## config.mk

```make
export PLATFORM = sky130hd
export DESIGN_NAME = dft_sched
export DESIGN_NICKNAME = d
export VERILOG_FILES = /design/src/rtl/dft_sched.sv
export SDC_FILE = /design/constraint.sdc
export NUM_CORES = 1
export LEC_CHECK = 0
export CORE_MARGIN = 2
export CORE_UTILIZATION = 58
export DETAILED_ROUTE_END_ITERATION = 16
export GPL_TIMING_DRIVEN = 1
export PLACE_DENSITY_LB_ADDON = 0.15
export SYNTH_ARGS = -nofsm -noshare
export SYNTH_HDL_FRONTEND = slang
export SYNTH_SLANG_ARGS = --single-unit
```

## constraint.sdc

```tcl
create_clock -name clk -period 7.2 [get_ports clk]
set_clock_uncertainty 0.2 [all_clocks]
set_input_delay 0.72 -clock clk [delete_from_list [all_inputs] [get_ports clk]]
set_output_delay 0.72 -clock clk [all_outputs]
set_load 0.01 [all_outputs]
```

## src/rtl/dft_sched.sv

```systemverilog
// Operation scheduler between host, DUT and DFT controller: forwards host ops to the DUT,
// inserts scan-dump snapshots periodically or on request, and re-times dump words for the host.
module dft_sched #(
  parameter int unsigned SNAP_INTERVAL = 16,
  parameter int unsigned DUMP_WORDS    = 1,
  parameter int unsigned TIMEOUT       = 1024
) (
  input  logic        clk,
  input  logic        reset,
  input  logic        h_val_op,
  output logic        h_op_ack,
  output logic        h_op_commit,
  input  logic        h_commit_ack,
  input  logic        h_snap_req,
  output logic        dut_val_op,
  input  logic        dut_op_ack,
  input  logic        dut_op_commit,
  output logic        dut_commit_ack,
  output logic        dft_val_op,
  input  logic        dft_op_ack,
  input  logic        dft_op_commit,
  output logic        dft_commit_ack,
  input  logic        dft_out_strobe,
  input  logic [31:0] dft_out,
  output logic [31:0] snap_data,
  output logic        snap_valid,
  output logic        snap_done,
  output logic        snap_busy,
  output logic        snap_err,
  output logic [31:0] op_count
);

  localparam logic [31:0] INTERVAL_LIM = 32'(SNAP_INTERVAL);
  localparam logic [31:0] WORDS_EXP    = 32'(DUMP_WORDS);
  localparam logic [31:0] WD_LAST      = 32'(TIMEOUT - 1);

  typedef enum logic [2:0] {
    S_IDLE,
    S_DUT_REQ,
    S_DUT_RUN,
    S_DUT_CMT,
    S_SNAP_REQ,
    S_SNAP_RUN,
    S_SNAP_CMT
  } state_e;

  state_e      state_q, state_d;
  logic [31:0] opCount_q, opCount_d;
  logic [31:0] intervalCnt_q, intervalCnt_d;
  logic [31:0] wordCnt_q, wordCnt_d;
  logic [31:0] wdCnt_q, wdCnt_d;
  logic        snapPend_q, snapPend_d;
  logic        snapErr_q, snapErr_d;
  logic [31:0] snapData_q, snapData_d;
  logic        snapValid_q, snapValid_d;
  logic        snapDone_q, snapDone_d;
  logic        snapBusy_q, snapBusy_d;
  logic        hOpAck_q, hOpAck_d;
  logic        hOpCommit_q, hOpCommit_d;
  logic        dutValOp_q, dutValOp_d;
  logic        dutCommitAck_q, dutCommitAck_d;
  logic        dftValOp_q, dftValOp_d;
  logic        dftCommitAck_q, dftCommitAck_d;

  logic        snapEnter;
  logic        wdExpire;
  logic        dutCommit;
  logic        wordCapture;
  logic        inSnapWindow;
  logic        autoHit;

  always_comb begin
    state_d   = state_q;
    snapEnter = 1'b0;
    wdExpire  = 1'b0;
    dutCommit = 1'b0;
    case (state_q)
      S_IDLE: begin
        if (snapPend_q) begin
          state_d   = S_SNAP_REQ;
          snapEnter = 1'b1;
        end else if (h_val_op) begin
          state_d = S_DUT_REQ;
        end
      end
      S_DUT_REQ: begin
        if (dut_op_ack) state_d = S_DUT_RUN;
      end
      S_DUT_RUN: begin
        if (dut_op_commit) state_d = S_DUT_CMT;
      end
      S_DUT_CMT: begin
        if (h_commit_ack) begin
          state_d   = S_IDLE;
          dutCommit = 1'b1;
        end
      end
      // The watchdog abort takes precedence over a handshake arriving in its last cycle.
      S_SNAP_REQ: begin
        if (wdCnt_q == WD_LAST) begin
          state_d  = S_IDLE;
          wdExpire = 1'b1;
        end else if (dft_op_ack) begin
          state_d = S_SNAP_RUN;
        end
      end
      S_SNAP_RUN: begin
        if (wdCnt_q == WD_LAST) begin
          state_d  = S_IDLE;
          wdExpire = 1'b1;
        end else if (dft_op_commit) begin
          state_d = S_SNAP_CMT;
        end
      end
      S_SNAP_CMT: begin
        state_d = S_IDLE;
      end
      default: begin
        state_d = S_IDLE;
      end
    endcase
  end

  always_comb begin
    inSnapWindow = (state_q == S_SNAP_REQ) || (state_q == S_SNAP_RUN);
    wordCapture  = (state_q == S_SNAP_RUN) && dft_out_strobe;
    autoHit      = dutCommit && (INTERVAL_LIM != 32'd0) &&
                   (intervalCnt_q + 32'd1 == INTERVAL_LIM) && !snapErr_q;

    opCount_d = opCount_q;
    if (dutCommit) opCount_d = opCount_q + 32'd1;

    intervalCnt_d = intervalCnt_q;
    if (snapEnter) intervalCnt_d = 32'd0;
    else if (dutCommit) intervalCnt_d = intervalCnt_q + 32'd1;

    wordCnt_d = wordCnt_q;
    if (snapEnter) wordCnt_d = 32'd0;
    else if (wordCapture) wordCnt_d = wordCnt_q + 32'd1;

    wdCnt_d = wdCnt_q;
    if (snapEnter) wdCnt_d = 32'd0;
    else if (inSnapWindow) wdCnt_d = wdCnt_q + 32'd1;

    // A request landing on the entry cycle is kept and served by a later snapshot.
    snapPend_d = (snapPend_q && !snapEnter) || h_snap_req || autoHit;
    snapErr_d  = snapErr_q || wdExpire ||
                 ((state_q == S_SNAP_CMT) && (wordCnt_q != WORDS_EXP));

    snapData_d     = wordCapture ? dft_out : snapData_q;
    snapValid_d    = wordCapture;
    snapDone_d     = (state_d == S_SNAP_CMT) || wdExpire;
    snapBusy_d     = (state_d == S_SNAP_REQ) || (state_d == S_SNAP_RUN) ||
                     (state_d == S_SNAP_CMT);
    hOpAck_d       = (state_q == S_DUT_REQ) && dut_op_ack;
    hOpCommit_d    = (state_d == S_DUT_CMT);
    dutValOp_d     = (state_d == S_DUT_REQ);
    dutCommitAck_d = dutCommit;
    dftValOp_d     = (state_d == S_SNAP_REQ);
    dftCommitAck_d = (state_d == S_SNAP_CMT);
  end

  always_ff @(posedge clk) begin
    if (reset) begin
      state_q        <= S_IDLE;
      opCount_q      <= 32'd0;
      intervalCnt_q  <= 32'd0;
      wordCnt_q      <= 32'd0;
      wdCnt_q        <= 32'd0;
      snapPend_q     <= 1'b0;
      snapErr_q      <= 1'b0;
      snapData_q     <= 32'd0;
      snapValid_q    <= 1'b0;
      snapDone_q     <= 1'b0;
      snapBusy_q     <= 1'b0;
      hOpAck_q       <= 1'b0;
      hOpCommit_q    <= 1'b0;
      dutValOp_q     <= 1'b0;
      dutCommitAck_q <= 1'b0;
      dftValOp_q     <= 1'b0;
      dftCommitAck_q <= 1'b0;
    end else begin
      state_q        <= state_d;
      opCount_q      <= opCount_d;
      intervalCnt_q  <= intervalCnt_d;
      wordCnt_q      <= wordCnt_d;
      wdCnt_q        <= wdCnt_d;
      snapPend_q     <= snapPend_d;
      snapErr_q      <= snapErr_d;
      snapData_q     <= snapData_d;
      snapValid_q    <= snapValid_d;
      snapDone_q     <= snapDone_d;
      snapBusy_q     <= snapBusy_d;
      hOpAck_q       <= hOpAck_d;
      hOpCommit_q    <= hOpCommit_d;
      dutValOp_q     <= dutValOp_d;
      dutCommitAck_q <= dutCommitAck_d;
      dftValOp_q     <= dftValOp_d;
      dftCommitAck_q <= dftCommitAck_d;
    end
  end

  assign h_op_ack       = hOpAck_q;
  assign h_op_commit    = hOpCommit_q;
  assign dut_val_op     = dutValOp_q;
  assign dut_commit_ack = dutCommitAck_q;
  assign dft_val_op     = dftValOp_q;
  assign dft_commit_ack = dftCommitAck_q;
  assign snap_data      = snapData_q;
  assign snap_valid     = snapValid_q;
  assign snap_done      = snapDone_q;
  assign snap_busy      = snapBusy_q;
  assign snap_err       = snapErr_q;
  assign op_count       = opCount_q;

endmodule

```

==> summary.md, run 1 <==
| Metric | Value |
|---|---|
| Largest family of logic cells by synthesized area | simple AND/OR/NAND/NOR gates |
| Inserted Diodes | 0 |
| Peak supply drop | 0.0001827 V |
| Yosys cell types | 46 |
| Tmin final | 3.256 ns |
| DR vias | 6787 |
| Slew headroom | 40.52% |
| Cells after synthesis | 949 |
| Crit Path Class | in2reg |
| Post-synthesis async set-or-reset flop share | 0% |
| Required time worst endpoint | 7.36 ns |
| Post-synthesis register bit count | 174 |
| Main synth FF type | dfxtp_1 |
| Post-CTS Repair Setup Buffers | 0 |
| First-pass GRT wire length | 29370 µm |
| Mapped cell area | 7786 µm² |
| Proportion of layout cells with a drive suffix above 1 | 4.853% |
| Avg WL per Cell | 14.52 µm |
| Port Buffers | 115 |
| F_max | 307.2 MHz |
| Vias in the first global route | 6142 |
| GPL Wtd Cong | 0.8501 |
| Hold-fix buffers, CTS | 0 |
| Row cnt | 42 |
| Cell Count, Final, Fillers Out | 1227 |
| Nets | 1085 |
| Hold Fails Final Rpt | 0 |
| Max Cap Viol | 0 |
| P per Cell Area | 211.5 nW/µm² |
| Reg2Reg Capture Point | op_count[30]$_SDFFE_PP0P_ |
| CTS max path bufs | 2 |
| R2r setup slk | 4.09 ns |
| Core area | 13190 µm² |
| Leak | 0.003299 µW |
| TritonCTS Buffers | 17 |
| HP Start | snap_data[12]$_SDFFE_PP0P_ |
| Multiplexer share of the synthesized area | 0.3857% |
| Largest net degree at the start of global routing | 78 |
| Die Width | 119.9 µm |
| Pre-CTS WS | 3.550 ns |
| Die footprint | 14370 µm² |
| CTS H-Tree Depth | 4 |
| Post-synth EDFFs | 0 |
| Sequential-to-total area share from yosys stat | 44.74% |
| Vert. Die Dim | 119.9 µm |
| Total GRT Usage | 25.35% |
| Clk root buf | clkbuf_16 |
| Post-Synth Simple-Gate Area | 30.58% |
| DRC | 0 |
| CTS tree | done |
| Clk_lat worst skew | 0.43 ns |
| Area Growth Syn to Fin | 23.40% |
| Placed insts | 1195 |
| Register-to-Register Path Depth | 6 |
| # IOs | 116 |
| Hold slack | 0.2508 ns |
| Post-Syn Nets | 996 |
| HPWL Detailed | 11920 µm |
| Measured slew at the worst slew-check pin | 0.8854 ns |
| Initial Utilization | 59.03% |
| CP arrival | 3.41 ns |
| Post-CTS Resized | 0 |
| Total negative slack | 0 ns |
| Vias/cell | 5.531 |
| Count of final setup violators | 0 |
| Antenna-violating nets left | 0 |
| Routed Wire Length | 17820 µm |
| Outcome | finished, final reports clean |
| Complex-gate fraction of the synthesized area | 6.540% |
| Hold Path End | snap_data[12]$_SDFFE_PP0P_ |
| Clock sink total | 174 |
| Detailed Routing Iterations Pass 1 | 5 |
| Post-route core utilization | 72.84% |
| Hold Path Class | reg2reg |
| Filler cells | 1051 |
| WHS Path Cells | 2 |
| Synth Area per Inst | 8.205 µm² |
| Ys Warns | 0 |
| Final Max Tran Viols | 0 |
| Clock transition at the registers of the reported paths | 0.07 ns |
| CP endpoint kind | register |
| Setup slack after layout | 3.944 ns |
| Iter 0 DRT Violations | 523 |
| RSZ-0062 raised after global routing | no |
| FF-to-FF Start | state_q[1]$_SDFF_PP0_ |
| Fin crit share | 45.22% |
| Adder-Cell Fraction of Synth Area | 0.8035% |
| XOR/XNOR Fraction of Synth Area | 13.61% |
| Initial antenna violation count | 0 |
| Grt total ovfl | 0 |
| Startpoint types | input port |
| CP Max Fanout | 17 |
## where the power goes
part | leakage, µW | switching, µW | internal (µW) | total, µW
sequential | 0.00140 | 11.7 | 972 | 984
clock | 0.000293 | 382 | 566 | 949
combinational | 0.00160 | 55.6 | 44.6 | 100
## registers in the layout, summed over array words and instances (netlist names), 3 cells and up
register       flops
intervalCnt_q     32
wordCnt_q         32
op_count          32
snap_data         32
state_q            3
wdCnt_q           32
## through the flow
stage,instance area (µm²),total power (µW)
6_report,9608,2032
5_1_grt,9608,2104
4_1_cts,9608,2047
3_5_place_dp,8990,1104
3_3_place_gp,8990,1105
2_1_floorplan,7786,1057
## placed cells by master (no fill, tap or decap), types with 15 or more instances in the layout
cell	n
dfxtp_1	174
nor2_1	146
nand2_1	131
clkdlybuf4s50_1	114
xor2_1	81
a21oi_1	57
nand3_1	46
xnor2_1	40
nand4_1	39
and3_1	23
nor4_1	23
or3_1	21
o21ai_0	19
inv_1	18
clkbuf_16	17
nor3_1	15
## synth_stat cells (3+ instances only)
library cell	n	area share, %
xor2_1	81	9.1
clkbuf_1	39	1.9
nor2_2	3	0.24
a31oi_1	4	0.32
buf_2	7	0.45
and2_1	4	0.32
nand3_1	46	3.0
nand2_1	131	6.3
nor4_1	23	1.8
or3_1	21	1.7
nor3_2	3	0.39
dfxtp_1	174	45
inv_1	18	0.87
a211oi_1	4	0.39
mux2i_1	3	0.39
nor2_1	146	7.0
a21oi_1	57	3.7
nand4_1	39	3.1
nor3_1	15	0.96
nor2b_1	3	0.24
o21ai_0	19	1.2
and4_1	9	1.0
buf_1	3	0.14
nor4b_1	3	0.34
xnor2_1	40	4.5
ha_1	5	0.80
and3_1	23	1.8
## area by class of cell
class / instances / area [µm²] / area share [%]
multi-input cells: 708 / 4043 / 42.08
inverters: 18 / 67.56 / 0.7032
flip-flops and latches: 174 / 3483 / 36.25
well taps: 176 / 220.2 / 2.292
clock buffers: 20 / 456.7 / 4.753
clock inverters: 12 / 161.4 / 1.680
repair buffers: 119 / 1176 / 12.24
## cells by family after synthesis
group,Yosys count
multiplexers,3
flip-flops,174
XOR/XNOR,121
AND/OR/NAND/NOR,486
AO/OA/AOI/OAI,93
buffers and inverters,67
adder cells (fa/ha/maj),5
## worst max-delay path by stage
stage                               from                    endpoint  slack [ns]  depth (start not counted)
final                       h_commit_ack   op_count[30]$_SDFFE_PP0P_        3.94                          7
after global routing        h_commit_ack   op_count[30]$_SDFFE_PP0P_        3.71                          7
after CTS                   h_commit_ack   op_count[30]$_SDFFE_PP0P_        3.96                          7
after detailed placement    h_commit_ack   op_count[30]$_SDFFE_PP0P_        3.55                          7
after global placement      h_commit_ack   op_count[26]$_SDFFE_PP0P_        3.60                          7
after floorplan           dft_out_strobe  wordCnt_q[28]$_SDFFE_PP0P_        4.68                         10
## worst max-delay path, stage by stage
cell and delay [ns]:
clkdlybuf4s50_1 0.51, and4b_1 0.63, nand4_1 0.32, nor2_2 0.39, nand4_1 0.28, or3_1 0.40, a21oi_1 0.15
## layer usage
metal / GRT usage [%] / wire length (µm)
met5: 0 / 0
met4: 10.15 / 348
met3: 10.60 / 1580
met2: 38.64 / 8177
met1: 31.80 / 7711
Power figures use the tool's default switching activity.
==> inputs of run 2 (changes only) <==
--- a/config.mk
+++ b/config.mk
@@ -6,7 +6,7 @@
 export NUM_CORES = 1
 export LEC_CHECK = 0
 export CORE_MARGIN = 2
-export CORE_UTILIZATION = 58
+export CORE_UTILIZATION = 54
 export DETAILED_ROUTE_END_ITERATION = 16
 export GPL_TIMING_DRIVEN = 1
 export PLACE_DENSITY_LB_ADDON = 0.15
==> constraint.sdc (replaced) <==
create_clock -name clk -period 3 [get_ports clk]
set_clock_uncertainty 0.2 [all_clocks]
set_input_delay 0.3 -clock clk [delete_from_list [all_inputs] [get_ports clk]]
set_output_delay 0.3 -clock clk [all_outputs]
set_load 0.01 [all_outputs]
==> run 2 against run 1 <==
  * Clock-buffer cell count grew 4
  * Register-to-register slack lost 3.7 ns
  * Worst hold slack worse by 0.23 ns
  * Critical path depth did not move
  * Wire length decreased by 0.58%
  * Setup slack worse by 3.6 ns
  * Utilization fell by 3.8 points
  * Design area rose by 0.52%
  * First-iteration DRC count decreased by 6.5%
  * Final cell count increased by 1.1%
  * Via count fell by 0.90%
  * Global-route usage shrank 1.6 points
==> summary.md, run 2 (synthesis results as in run 1) <==
| Metric | Value |
|---|---|
| Max Cap Viol | 0 (unchanged) |
| Total GRT Usage | 23.76% (-1.6 points) |
| Tmin final | 2.624 ns |
| Final Max Tran Viols | 0 (unchanged) |
| CTS H-Tree Depth | 4 (unchanged) |
| Vias in the first global route | 6236 (+1.5%) |
| FF/Latch Area | 3483 µm² (unchanged) |
| Commonest cells after routing, fill and taps aside | dfxtp_1, nor2_1, nand2_1 |
| Register-to-Register Path Depth | 7 (+1) |
| Filler cells | 1165 (+11%) |
| Required time worst endpoint | 3.13 ns (-4.23 ns) |
| TritonCTS Buffers | 17 (unchanged) |
| Vert. Die Dim | 124.1 µm (+3.5%) |
| RSZ-0062 raised after global routing | no |
| Leak | 0.003329 µW (+0.90%) |
| CTS tree | done |
| DR vias | 6726 (-0.90%) |
| Routed Wire Length | 17710 µm (-0.58%) |
| Post-CTS Repair Setup Buffers | 0 (unchanged) |
| Peak supply drop | 0.0004358 V (+140%) |
| Proportion of layout cells with a drive suffix above 1 | 5.561% (+0.71 points) |
| Crit Path Class | reg2reg |
| Hold Fails Final Rpt | 0 (unchanged) |
| Area Growth Syn to Fin | 24.04% |
| Die Width | 124.1 µm (+3.5%) |
| Commonest non-fill, non-tap cell in the layout | dfxtp_1 |
| Grt total ovfl | 0 (unchanged) |
| CP Max Fanout | 10 (-7) |
| Antenna-violating nets left | 0 (unchanged) |
| Slowest library cell on the worst path | or4_4 |
| CTS max path bufs | 2 (unchanged) |
| Post-CTS Resized | 0 (unchanged) |
| Multi-input logic area | 4045 µm² (about the same) |
| Avg WL per Cell | 14.27 µm (-1.7%) |
| Inserted Diodes | 0 (unchanged) |
| GPL Wtd Cong | 0.8446 (-0.65%) |
| P per Cell Area | 491.2 nW/µm² (+130%) |
| Count of final setup violators | 0 (unchanged) |
| CP arrival | 2.75 ns (-0.66 ns) |
| Row cnt | 43 (+2.4%) |
| Post-route core utilization | 69.04% (-3.8 points) |
| Clk_lat worst skew | 0.43 ns (about the same) |
| Hold Path Class | in2reg |
| CP cell instances | nand4_4, or4_4, nor3_2, xor2_1, nor4_1, nand3_1, o32ai_1 |
| CP max stage delay | 0.64 ns (about the same) |
| DRC | 0 (unchanged) |
| Initial Utilization | 55.66% (-3.4 points) |
| Vias/cell | 5.420 (-2.0%) |
| Overall power | 4744 µW (+130%) |
| CP endpoint kind | register |
| Port Buffers | 115 (unchanged) |
| Largest net degree at the start of global routing | 68 (-13%) |
| FF-to-FF Start | intervalCnt_q[4]$_SDFFE_PP0P_ |
| Startpoint types | register |
| Core area | 13990 µm² (+6.1%) |
| Clk root buf | clkbuf_16 |
| First-pass GRT wire length | 28920 µm (-1.5%) |
| Crit. Startpoint | intervalCnt_q[4]$_SDFFE_PP0P_ |
| Initial antenna violation count | 0 (unchanged) |
| Iter 0 DRT Violations | 489 (-6.5%) |
| HPWL Detailed | 12230 µm (+2.6%) |
| Total negative slack | 0 ns (unchanged) |
| Nets | 1095 (+0.92%) |
| Slew headroom | 54.12% (+14 points) |
| Clock transition at the registers of the reported paths | 0.07 ns (about the same) |
| F_max | 381.0 MHz |
| Outcome | finished, final reports clean |
| Fin crit share | 87.48% |
| Clock sink total | 174 (unchanged) |
| # IOs | 116 (unchanged) |
| Hold-fix buffers, CTS | 0 (unchanged) |
| Detailed Routing Iterations Pass 1 | 5 (unchanged) |
| Die footprint | 15400 µm² (+7.2%) |
| R2r setup slk | 0.38 ns (-3.71 ns) |
| Critical path destination | snapPend_q$_SDFF_PP0_ |
| Reg2Reg Capture Point | snapPend_q$_SDFF_PP0_ |
| Measured slew at the worst slew-check pin | 0.6882 ns (-0.1972 ns) |
[run 2: changes by cell type in the layout (fill, tap and decap cells not counted)]
cell,change
buf_4,+9
clkinv_4,-4
bufinv_16,-2
clkbuf_1,+2
clkbuf_8,+2
clkinvlp_4,+2
buf_12,+1
or2_2,-1
or2_4,+1
[run 2: where the power goes]
part           total [µW]  switching, µW  leakage, µW  internal [µW]
Combinational         259            142      0.00166            118
Sequential           2350           21.5      0.00140           2330
Clock                2130            898     0.000265           1230
Total                4740           1060      0.00333           3680
[run 2: metrics by stage]
step	instances	hold WS, ns	worst slack [ns]	area, µm²
global route	1241	0.01342	0.08277	9658
detailed placement	1209	0.2457	0.2765	9085
finish	1241	0.01991	0.3755	9658
global placement	1209	0.2409	0.4163	9085
CTS	1241	0.009823	0.3654	9658
floorplan	949	0.2360	0.7224	7786
[run 2: worst max-delay path, delay by kind of cell (launching register included)]
| kind | cells | cell delay [ns] |
|---|---|---|
| compound gates | 1 | 0.25 |
| xor+xnor | 1 | 0.09 |
| flops | 1 | 0.53 |
| simple gates | 5 | 1.44 |
[run 2: routing by layer]
metal / global-route usage (%) / vias up / part of all wire, %
li1: - / 3418 / -
met1: 29.57 / 3126 / 45
met2: 37.98 / 168 / 46
met3: 9.249 / 14 / 7.5
met4: 7.374 / 0 / 1.2
met5: 0 / - / 0
[run 2: layout make-up]
type                            count  share of cell area, %
Timing Repair Buffer              129                  13.08
Clock buffer                       24                  5.091
Tap cell                          180                  2.332
Inverter                           18                 0.6996
Multi-Input combinational cell    708                  41.88
Sequential cell                   174                  36.07
Clock inverter                      8                 0.8421
[run 2: worst min-delay path by stage]
| stage | endpoint | cells past startpoint | start | slack [ns] |
|---|---|---|---|---|
| floorplan | snap_data[0]$_SDFFE_PP0P_ | 2 | dft_out[0] | 0.24 |
| global placement | snap_data[19]$_SDFFE_PP0P_ | 2 | snap_data[19]$_SDFFE_PP0P_ | 0.24 |
| detailed placement | snap_data[11]$_SDFFE_PP0P_ | 2 | snap_data[11]$_SDFFE_PP0P_ | 0.25 |
| CTS | op_count[14]$_SDFFE_PP0P_ | 2 | reset | 0.01 |
| global route | op_count[15]$_SDFFE_PP0P_ | 2 | reset | 0.01 |
| finish | op_count[14]$_SDFFE_PP0P_ | 2 | reset | 0.02 |
==> inputs of run 3 (changes only) <==
--- a/config.mk
+++ b/config.mk
@@ -6,8 +6,9 @@
 export NUM_CORES = 1
 export LEC_CHECK = 0
 export CORE_MARGIN = 2
-export CORE_UTILIZATION = 54
+export CORE_UTILIZATION = 58
 export DETAILED_ROUTE_END_ITERATION = 16
+export DONT_BUFFER_PORTS = 1
 export GPL_TIMING_DRIVEN = 1
 export PLACE_DENSITY_LB_ADDON = 0.15
 export SYNTH_ARGS = -nofsm -noshare
==> run 3 against run 2 <==
  * Setup slack worse by 0.0046 ns
  * Critical path type unchanged
  * Critical path depth down 1
  * Sequential cell count unchanged
  * Final cell count shrank 6.6%
  * Combinational power decreased by 18%
  * Die area fell by 6.7%
  * Via count fell by 1.9%
  * Critical endpoint is now op_count[27]$_SDFFE_PP0P_
  * Maximum frequency down 0.18%
  * Register-to-register slack about the same
  * Largest cell class unchanged
  * Utilization fell by 1.7 points
==> summary.md, run 3 (synthesis results as in run 1) <==
| Metric | Value |
|---|---|
| R2r setup slk | 0.37 ns (about the same) |
| CP endpoint kind | register |
| CP cell instances | and4_1, nand4_1, nor4_1, nand4_1, or3_1, a21oi_1 |
| Most used cell, CP | nand4_1 |
| Required time worst endpoint | 3.17 ns (+0.04 ns) |
| Initial antenna violation count | 1 (+1) |
| Measured slew at the worst slew-check pin | 0.5596 ns (-0.1286 ns) |
| Clock transition at the registers of the reported paths | 0.07 ns (about the same) |
| Count of final setup violators | 0 (unchanged) |
| Die footprint | 14370 µm² (-6.7%) |
| HPWL Detailed | 12170 µm (-0.49%) |
| TritonCTS Buffers | 17 (unchanged) |
| CTS tree | done |
| Cell internal pwr | 3591 µW (-2.5%) |
| Avg WL per Cell | 15.74 µm (+10%) |
| Post-CTS Repair Setup Buffers | 0 (unchanged) |
| Vert. Die Dim | 119.9 µm (-3.4%) |
| Antenna-violating nets left | 0 (unchanged) |
| Final Max Tran Viols | 0 (unchanged) |
| Register-to-Register Path Depth | 6 (-1) |
| Total GRT Usage | 25.98% (+2.2 points) |
| Core area | 13190 µm² (-5.7%) |
| Clock sink total | 174 (unchanged) |
| Vias/cell | 5.692 (+5.0%) |
| Net switching power | 1160 µW (+9.3%) |
| P per Cell Area | 535.0 nW/µm² (+8.9%) |
| Commonest non-fill, non-tap cell in the layout | dfxtp_1 |
| Crit Path Class | reg2reg |
| Area Growth Syn to Fin | 14.04% |
| DRC | 0 (unchanged) |
| Grt total ovfl | 0 (unchanged) |
| F_max | 380.4 MHz (-0.18%) |
| Initial Utilization | 59.03% (+3.4 points) |
| Reg2Reg Capture Point | op_count[27]$_SDFFE_PP0P_ |
| Proportion of layout cells with a drive suffix above 1 | 6.008% (+0.45 points) |
| Hold Fails Final Rpt | 0 (unchanged) |
| Tmin final | 2.629 ns (+0.004610 ns) |
| Max Cap Viol | 0 (unchanged) |
| Commonest cells after routing, fill and taps aside | dfxtp_1, nor2_1, nand2_1 |
| Total negative slack | 0 ns (unchanged) |
| Row cnt | 42 (-2.3%) |
| DR vias | 6597 (-1.9%) |
| Slew headroom | 62.35% (+8.2 points) |
| Setup slack after layout | 0.3709 ns (-0.004610 ns) |
| CTS max path bufs | 2 (unchanged) |
| Peak supply drop | 0.0004087 V (-6.2%) |
| # IOs | 116 (unchanged) |
| Critical path destination | op_count[27]$_SDFFE_PP0P_ |
| Hold Path Class | in2reg |
| RSZ-0062 raised after global routing | no |
| CP arrival | 2.80 ns (+0.05 ns) |
| CTS H-Tree Depth | 4 (unchanged) |
| Clk pwr share | 45.9% (+1.0 points) |
| Clk_lat worst skew | 0.43 ns (about the same) |
| FF-to-FF Start | op_count[10]$_SDFFE_PP0P_ |
| Slowest library cell on the worst path | dfxtp_1 |
| Crit. Startpoint | op_count[10]$_SDFFE_PP0P_ |
| Combinational share of power | 4.5% (-1.0 points) |
| Nets | 1016 (-7.2%) |
| Outcome | finished, final reports clean |
| Leak | 0.003083 µW (-7.4%) |
| GPL Wtd Cong | 0.8265 (-2.1%) |
| Iter 0 DRT Violations | 456 (-6.7%) |
| Startpoint types | register |
| CP max stage delay | 0.48 ns (-0.16 ns) |
| Clk root buf | clkbuf_16 |
| Switch share | 24.42% (+2.1 points) |
| Detailed Routing Iterations Pass 1 | 4 (-1) |
| Fin crit share | 87.64% (+0.15 points) |
| Die Width | 119.9 µm (-3.4%) |
| Flop pwr share | 49.7% (about the same) |
| First-pass GRT wire length | 30280 µm (+4.7%) |
| Port Buffers | 0 (-100%) |
| Pre-CTS WS | 0.4237 ns (+0.1472 ns) |
| Routed Wire Length | 18250 µm (+3.0%) |
| Largest net degree at the start of global routing | 78 (+15%) |
| CP Max Fanout | 8 (-2) |
| Vias in the first global route | 6352 (+1.9%) |
run 3: layer usage:
metal | GRT usage (%) | up-vias | share of wire [%]
met3 | 8.935 | 21 | 7.4
met4 | 7.794 | 0 | 1.3
li1 | - | 3268 | -
met1 | 32.26 | 3098 | 43
met5 | 0 | - | 0
met2 | 42.71 | 210 | 49
run 3: worst max-delay path: cells and delay by family, from the launching register on:
kind,cells,cell delay (ns)
flops,1,0.48
compound gates,1,0.14
simple gates,5,1.73
run 3: through the flow:
step | std cells | power, µW | hold WS [ns] | utilization, % | area, µm²
after global placement | 1088 | 2559 | 0.1749 | 59.92 | 7904
final | 1159 | 4751 | 0.01177 | 67.32 | 8880
after CTS | 1158 | 4778 | 0.001889 | 67.30 | 8877
after global routing | 1159 | 4904 | 0.02640 | 67.32 | 8880
after detailed placement | 1088 | 2563 | 0.1771 | 59.92 | 7904
after floorplan | 949 | 2536 | 0.2360 | - | 7786
run 3: cell type report:
class,count,area [µm²]
fill,1049,4310
clock buffer,18,429.2
tap,176,220.2
multi-input combinational,708,4043
timing repair buffer,50,488.0
sequential,174,3483
inverter,18,67.56
clock inverter,14,146.4
antenna,1,2.502
run 3: timing repair:
action                                  4_1_cts  5_1_grt
hold endpoints to repair                     78        0
endpoints found under the setup margin        0        0
hold buffers                                 38        0
resized for setup                             0        0
run 3: how the worst min path moves through the flow:
| stage | startpoint | cells past startpoint | slack, ns | endpoint |
|---|---|---|---|---|
| 2_1_floorplan | dft_out[0] | 2 | 0.24 | snap_data[0]$_SDFFE_PP0P_ |
| 3_3_place_gp | reset | 1 | 0.17 | snap_data[4]$_SDFFE_PP0P_ |
| 3_5_place_dp | reset | 1 | 0.18 | op_count[27]$_SDFFE_PP0P_ |
| 4_1_cts | dft_op_commit | 3 | 0.002 | state_q[0]$_SDFF_PP0_ |
| 5_1_grt | h_commit_ack | 3 | 0.03 | h_op_commit$_SDFF_PP0_ |
| 6_report | dft_op_commit | 3 | 0.01 | state_q[0]$_SDFF_PP0_ |
run 3: power by group through the flow:
stage | combinational [µW] | sequential, µW | clock, µW
floorplan | 133 | 2400 | 0
global placement | 147 | 2410 | 0
detailed placement | 151 | 2410 | 0
CTS | 210 | 2360 | 2210
global route | 235 | 2360 | 2310
finish | 212 | 2360 | 2180
==> patch 1, RTL diff (flow settings as in run 2) <==
`snapData_q` no longer has a reset.
--- a/src/rtl/dft_sched.sv
+++ b/src/rtl/dft_sched.sv
@@ -169,7 +169,6 @@
       wdCnt_q        <= 32'd0;
       snapPend_q     <= 1'b0;
       snapErr_q      <= 1'b0;
-      snapData_q     <= 32'd0;
       snapValid_q    <= 1'b0;
       snapDone_q     <= 1'b0;
       snapBusy_q     <= 1'b0;
@@ -187,7 +186,6 @@
       wdCnt_q        <= wdCnt_d;
       snapPend_q     <= snapPend_d;
       snapErr_q      <= snapErr_d;
-      snapData_q     <= snapData_d;
       snapValid_q    <= snapValid_d;
       snapDone_q     <= snapDone_d;
       snapBusy_q     <= snapBusy_d;
@@ -198,6 +196,10 @@
       dftValOp_q     <= dftValOp_d;
       dftCommitAck_q <= dftCommitAck_d;
     end
+  end
+
+  always_ff @(posedge clk) begin
+    snapData_q <= snapData_d;
   end
 
   assign h_op_ack       = hOpAck_q;
Function: differs if reset is asserted again (counterexample within 10 cycles, from zero or initial values and one cycle with reset high); with reset held inactive, the same outputs for 10 cycles.
==> patch 1 against run 2 <==
- sequential cell count is the same
- final area grew 1.7%
- global-route usage shrank 1.4 points
- clock power grew 4%
- worst hold slack gained 8.0 ps
- core utilization shrank 0.92 points
- total power grew 3.4%
- setup slack gained 160 ps
- synthesized area grew 1.6%
- critical endpoint is now wordCnt_q[31]$_SDFFE_PP0P_
- non-clock buffer count shrank 2
- routed wire length shrank 3.5%
==> patch 1: results (changes against run 2) <==
clk_pin_slew_worst_paths_ps: 60
synthTopCellsByCount: "142 x dfxtp_1, 135 x nor2_1, 68 x xor2_1"
critical-path-top-delay-family: "simple AND/OR/NAND/NOR gates"
grt.total_usage_pct: 22.4  # -1.4 points
dr.pass1.iters: 5  # unchanged
port_buffers: 115  # unchanged
grt_first_pass_wirelength_mm: 28.9  # about the same
r2r_slack_ps: 530  # +160 ps
async_flop_share_pct: 0  # unchanged
antenna_found_initial: 0  # unchanged
dp_hpwl_mm: 12.0  # -2.0%
syn_nets: 897  # -9.9%
preCtsSetupSlack_ps: 431  # +154 ps
hold_end: "wdCnt_q[20]$_SDFFE_PP0N_"
drt-initial-drc-count: 468  # -4.3%
whs_path_depth: 4  # +2
ff2ff_path_depth: 5  # -2
crit_slowest_cell: "dfxtp_1"
ir_worst_vdd_uv: 285  # -35%
min-delay-start: "reset"
dr_total_vias: 6336  # -5.8%
max_slew_margin_pct: 65.1  # +11 points
yosys-top-cells-area: "dfxtp_1 36%, edfxtp_1 12%, xor2_1 7.5%"
max_stage_delay_ps: 650
synth_cell_types: 58  # +26%
placed_cells: 1124  # -7.0%
hold_class: "in -> reg"
hold_viol_final: 0  # unchanged
grt_pass1_vias: 5829  # -6.5%
finalNonFillerCells: 1156  # -6.8%
arrival_ps: 2630  # -120 ps
htreeDepth: 4  # unchanged
placed_area_um2: 9220  # +1.5%
cts_made_buffers: 17  # unchanged
ctsLongestPathBuffers: 2  # unchanged
ys_warn_count: 0  # unchanged
power.leakage_nw: 3.40  # +2.0%
nNetsFinal: 1006  # -8.1%
drt_wl_total_mm: 17.1  # -3.5%
clk_latency_ps: 430  # about the same
gp_congestion: 0.861  # +2.0%
r2r-start: "state_q[0]$_SDFF_PP0_"
cts_hold_buf: 0  # unchanged
outcome: "finished clean"
ys_seq_area_share_pct: 48.1  # +3.3 points
finalCriticalPeriod_ps: 2470  # -157 ps
drive_above_1_share_pct: 7.30  # +1.7 points
grt_max_degree: 45  # -34%
synth-edff-count: 32  # +32
synthCells: 850  # -10%
whs_ps: 27.9  # +7.99 ps
reg2reg_to: "wordCnt_q[31]$_SDFFE_PP0P_"
post-cts-setup-buffer-count: 0  # unchanged
diodes: 0  # unchanged
crit_fanout: 13  # +3
## patch 1: changes by cell type after synthesis, sizes merged, moves of 8 or more
| cell | before | now |
|---|---|---|
| a21oi | 57 | 30 |
| and3 | 23 | 14 |
| and4 | 9 | 23 |
| buf | 10 | 18 |
| clkbuf | 39 | 19 |
| dfxtp | 174 | 142 |
| edfxtp | 0 | 32 |
| nand2 | 131 | 58 |
| nor2 | 149 | 136 |
| nor3 | 18 | 26 |
| nor4 | 26 | 17 |
| xor2 | 81 | 68 |
## patch 1: cell type report
class	count	area, um2
fill	1164	4600
multi-input combinational	624	3880
sequential	174	3800
timing repair buffer	127	1250
clock buffer	20	468
tap	184	230
clock inverter	12	134
inverter	15	56.3
## patch 1: power breakdown
group | total (mW) | internal (mW) | switching (mW)
Combinational | 0.247 | 0.121 | 0.126
Sequential | 2.44 | 2.40 | 0.0316
Clock | 2.22 | 1.30 | 0.920
## patch 1: worst register-to-register path, stage by stage, from the launching register on
cell,delay (ps)
dfxtp_1,650
nand4b_4,260
nor4_4,470
nand4_1,290
or3_1,390
a21oi_1,140
## patch 1: logic make-up after synthesis
group                      Yosys count  synth area share (%)
xor gates and xnor gates           110                  12.2
and+or+nand+nor                    425                  29.6
AOI/OAI and AO/OA                   79                  5.88
adders and majority gates            5                 0.791
muxes                                5                 0.664
DFF                                174                  48.1
buffers and inverters               52                  2.83
## patch 1: how the worst max path moves through the flow
stage / to / cells after the start / start
6_report: wordCnt_q[31]$_SDFFE_PP0P_ / 5 / state_q[0]$_SDFF_PP0_
5_1_grt: wordCnt_q[31]$_SDFFE_PP0P_ / 5 / state_q[0]$_SDFF_PP0_
4_1_cts: wordCnt_q[31]$_SDFFE_PP0P_ / 5 / state_q[0]$_SDFF_PP0_
3_5_place_dp: wordCnt_q[28]$_SDFFE_PP0P_ / 7 / dft_out_strobe
3_3_place_gp: wordCnt_q[31]$_SDFFE_PP0P_ / 6 / dft_out_strobe
2_1_floorplan: wordCnt_q[6]$_SDFFE_PP0P_ / 7 / state_q[2]$_SDFF_PP0_
## patch 1: layer usage
layer / routed length (um) / global-route usage (%)
met5: 0 / 0
met4: 205 / 6.27
met3: 879 / 4.88
met2: 7740 / 35.9
met1: 8270 / 30.7
==> patch 2, RTL diff (settings of run 2) <==
Made on the original files. `TIMEOUT`: 1024 -> 768.
--- a/src/rtl/dft_sched.sv
+++ b/src/rtl/dft_sched.sv
@@ -3,7 +3,7 @@
 module dft_sched #(
   parameter int unsigned SNAP_INTERVAL = 16,
   parameter int unsigned DUMP_WORDS    = 1,
-  parameter int unsigned TIMEOUT       = 1024
+  parameter int unsigned TIMEOUT       = 768
 ) (
   input  logic        clk,
   input  logic        reset,
Check against the original RTL: same outputs for any inputs over 10 cycles, from zero or initial values and one cycle with reset high; that may be too few to reach the edited logic, so the function may still have changed.
==> patch 2 against run 2 <==
- first-iteration DRC count decreased by 25%
- sequential cell count unchanged
- final area increased by 0.23%
- synthesized area decreased by 0.95%
- setup slack got worse by 130 ps
- total power increased by 3.5%
- combinational power decreased by 2%
- routed wire length decreased by 0.61%
- critical path depth increased by 1
- critical path type unchanged
- critical endpoint unchanged
- largest cell class unchanged
==> patch 2: results (changes against run 2) <==
synth_compound_area_share_pct: 6.81  # +0.27 points
synth_fa_ha_area_share_pct: 0.811  # +0.0077 points
power.leakage_nw: 3.32  # -0.16%
clock-root-buffer: "clkbuf_16"
synth_mux_area_share_pct: 0.260  # -0.13 points
ys_seq_area_share_pct: 45.2  # +0.43 points
outcome: "finished clean"
synthTopCellsByCount: "174 x dfxtp_1, 148 x nor2_1, 125 x nand2_1"
grt_pass1_vias: 5952  # -4.6%
grt_max_degree: 74  # +8.8%
synthXorXnorAreaFrac_pct: 14.0  # +0.36 points
antenna_found_initial: 0  # unchanged
hold_class: "in -> reg"
viasPerCell: 5.37  # -0.94%
cp-startpoint: "intervalCnt_q[0]$_SDFFE_PP0P_"
grt.total_usage_pct: 23.2  # -0.55 points
arrival_ps: 2880  # +130 ps
synth-edff-count: 0  # unchanged
ys_warn_count: 0  # unchanged
port_buffers: 115  # unchanged
hold_end: "snap_data[31]$_SDFFE_PP0P_"
dp_hpwl_mm: 12.1  # -1.2%
max_slew_margin_pct: 46.1  # -8.0 points
finalCriticalPeriod_ps: 2760  # +132 ps
syn_nets: 978  # -1.8%
ctsLongestPathBuffers: 2  # unchanged
htreeDepth: 4  # unchanged
crit_end: "snapPend_q$_SDFF_PP0_"
critical-path-top-delay-family: "simple AND/OR/NAND/NOR gates"
crit_slowest_cell: "dfxtp_1"
dr.pass1.iters: 5  # unchanged
grt_first_pass_wirelength_mm: 28.4  # -1.8%
clk_pin_slew_worst_paths_ps: 60
clk_latency_ps: 420
drt_wl_total_mm: 17.6  # -0.61%
nNetsFinal: 1084  # -1.0%
ir_worst_vdd_uv: 459  # +5.4%
crit_fanout: 7  # -3
min-delay-start: "dft_out[31]"
diodes: 0  # unchanged
ff2ff_path_depth: 8  # +1
yosys-top-cells-area: "dfxtp_1 45%, xor2_1 9.1%, nor2_1 7.2%"
synth_cell_types: 46  # unchanged
whs_path_depth: 3  # +1
drive_above_1_share_pct: 4.87  # -0.69 points
preCtsSetupSlack_ps: 288  # +11.9 ps
max_stage_delay_ps: 440  # -200 ps
cts_made_buffers: 17  # unchanged
async_flop_share_pct: 0  # unchanged
gp_congestion: 0.875  # +3.6%
drt-initial-drc-count: 366  # -25%
## patch 2: changes by cell type after synthesis, sizes merged, moves of 5 or more
| cell | change |
|---|---|
| nor4 | -5 |
| and4 | +7 |
| nand2 | -6 |
| or3 | -8 |
| inv | -8 |
## patch 2: timing repair
item,in CTS,in global routing
hold buffers,1,0
gates resized for setup,0,0
hold endpoints to repair,1,0
setup buffers,0,0
## patch 2: stage by stage
step / cells / instance area (um2) / hold slack [ps] / power [mW] / utilization, %
global placement: 1197 / 9060 / 241 / 2.66 / 65.0
global route: 1228 / 9680 / 221 / 5.06 / 69.5
detailed placement: 1197 / 9060 / 246 / 2.66 / 65.0
finish: 1228 / 9680 / 226 / 4.91 / 69.5
CTS: 1228 / 9680 / 212 / 4.94 / 69.5
floorplan: 931 / 7710 / 177 / 2.52 / -
## patch 2: area by class of cell
cell class / count / area (um2)
clock buffers: 24 / 482
clock inverters: 6 / 133
fillers: 1137 / 4250
inverters: 10 / 37.5
multi-input cells: 701 / 4020
flip-flops and latches: 174 / 3480
well taps: 180 / 225
repair buffers: 133 / 1300
## patch 2: routing by layer
metal | share of wire [%] | vias to the layer above | global-route usage [%]
met3 | 4.1 | 19 | 5.95
li1 | - | 3390 | -
met5 | 0 | - | 0
met2 | 48 | 113 | 37.9
met1 | 47 | 3071 | 30.8
met4 | 1.1 | 0 | 5.54
## patch 2: worst reg2reg max path: stages (launching register included)
cell      delay (ps)
dfxtp_1          440
ha_1             240
nand3_1          150
nor4_1           320
and2b_1          330
nand4_1          150
xnor2_1          150
a2111o_1         390
o32ai_1          280
## patch 2: power breakdown
group | switching [mW] | internal [mW]
sequential | 0.0201 | 2.33
combinational | 0.137 | 0.115
clock | 0.854 | 1.45
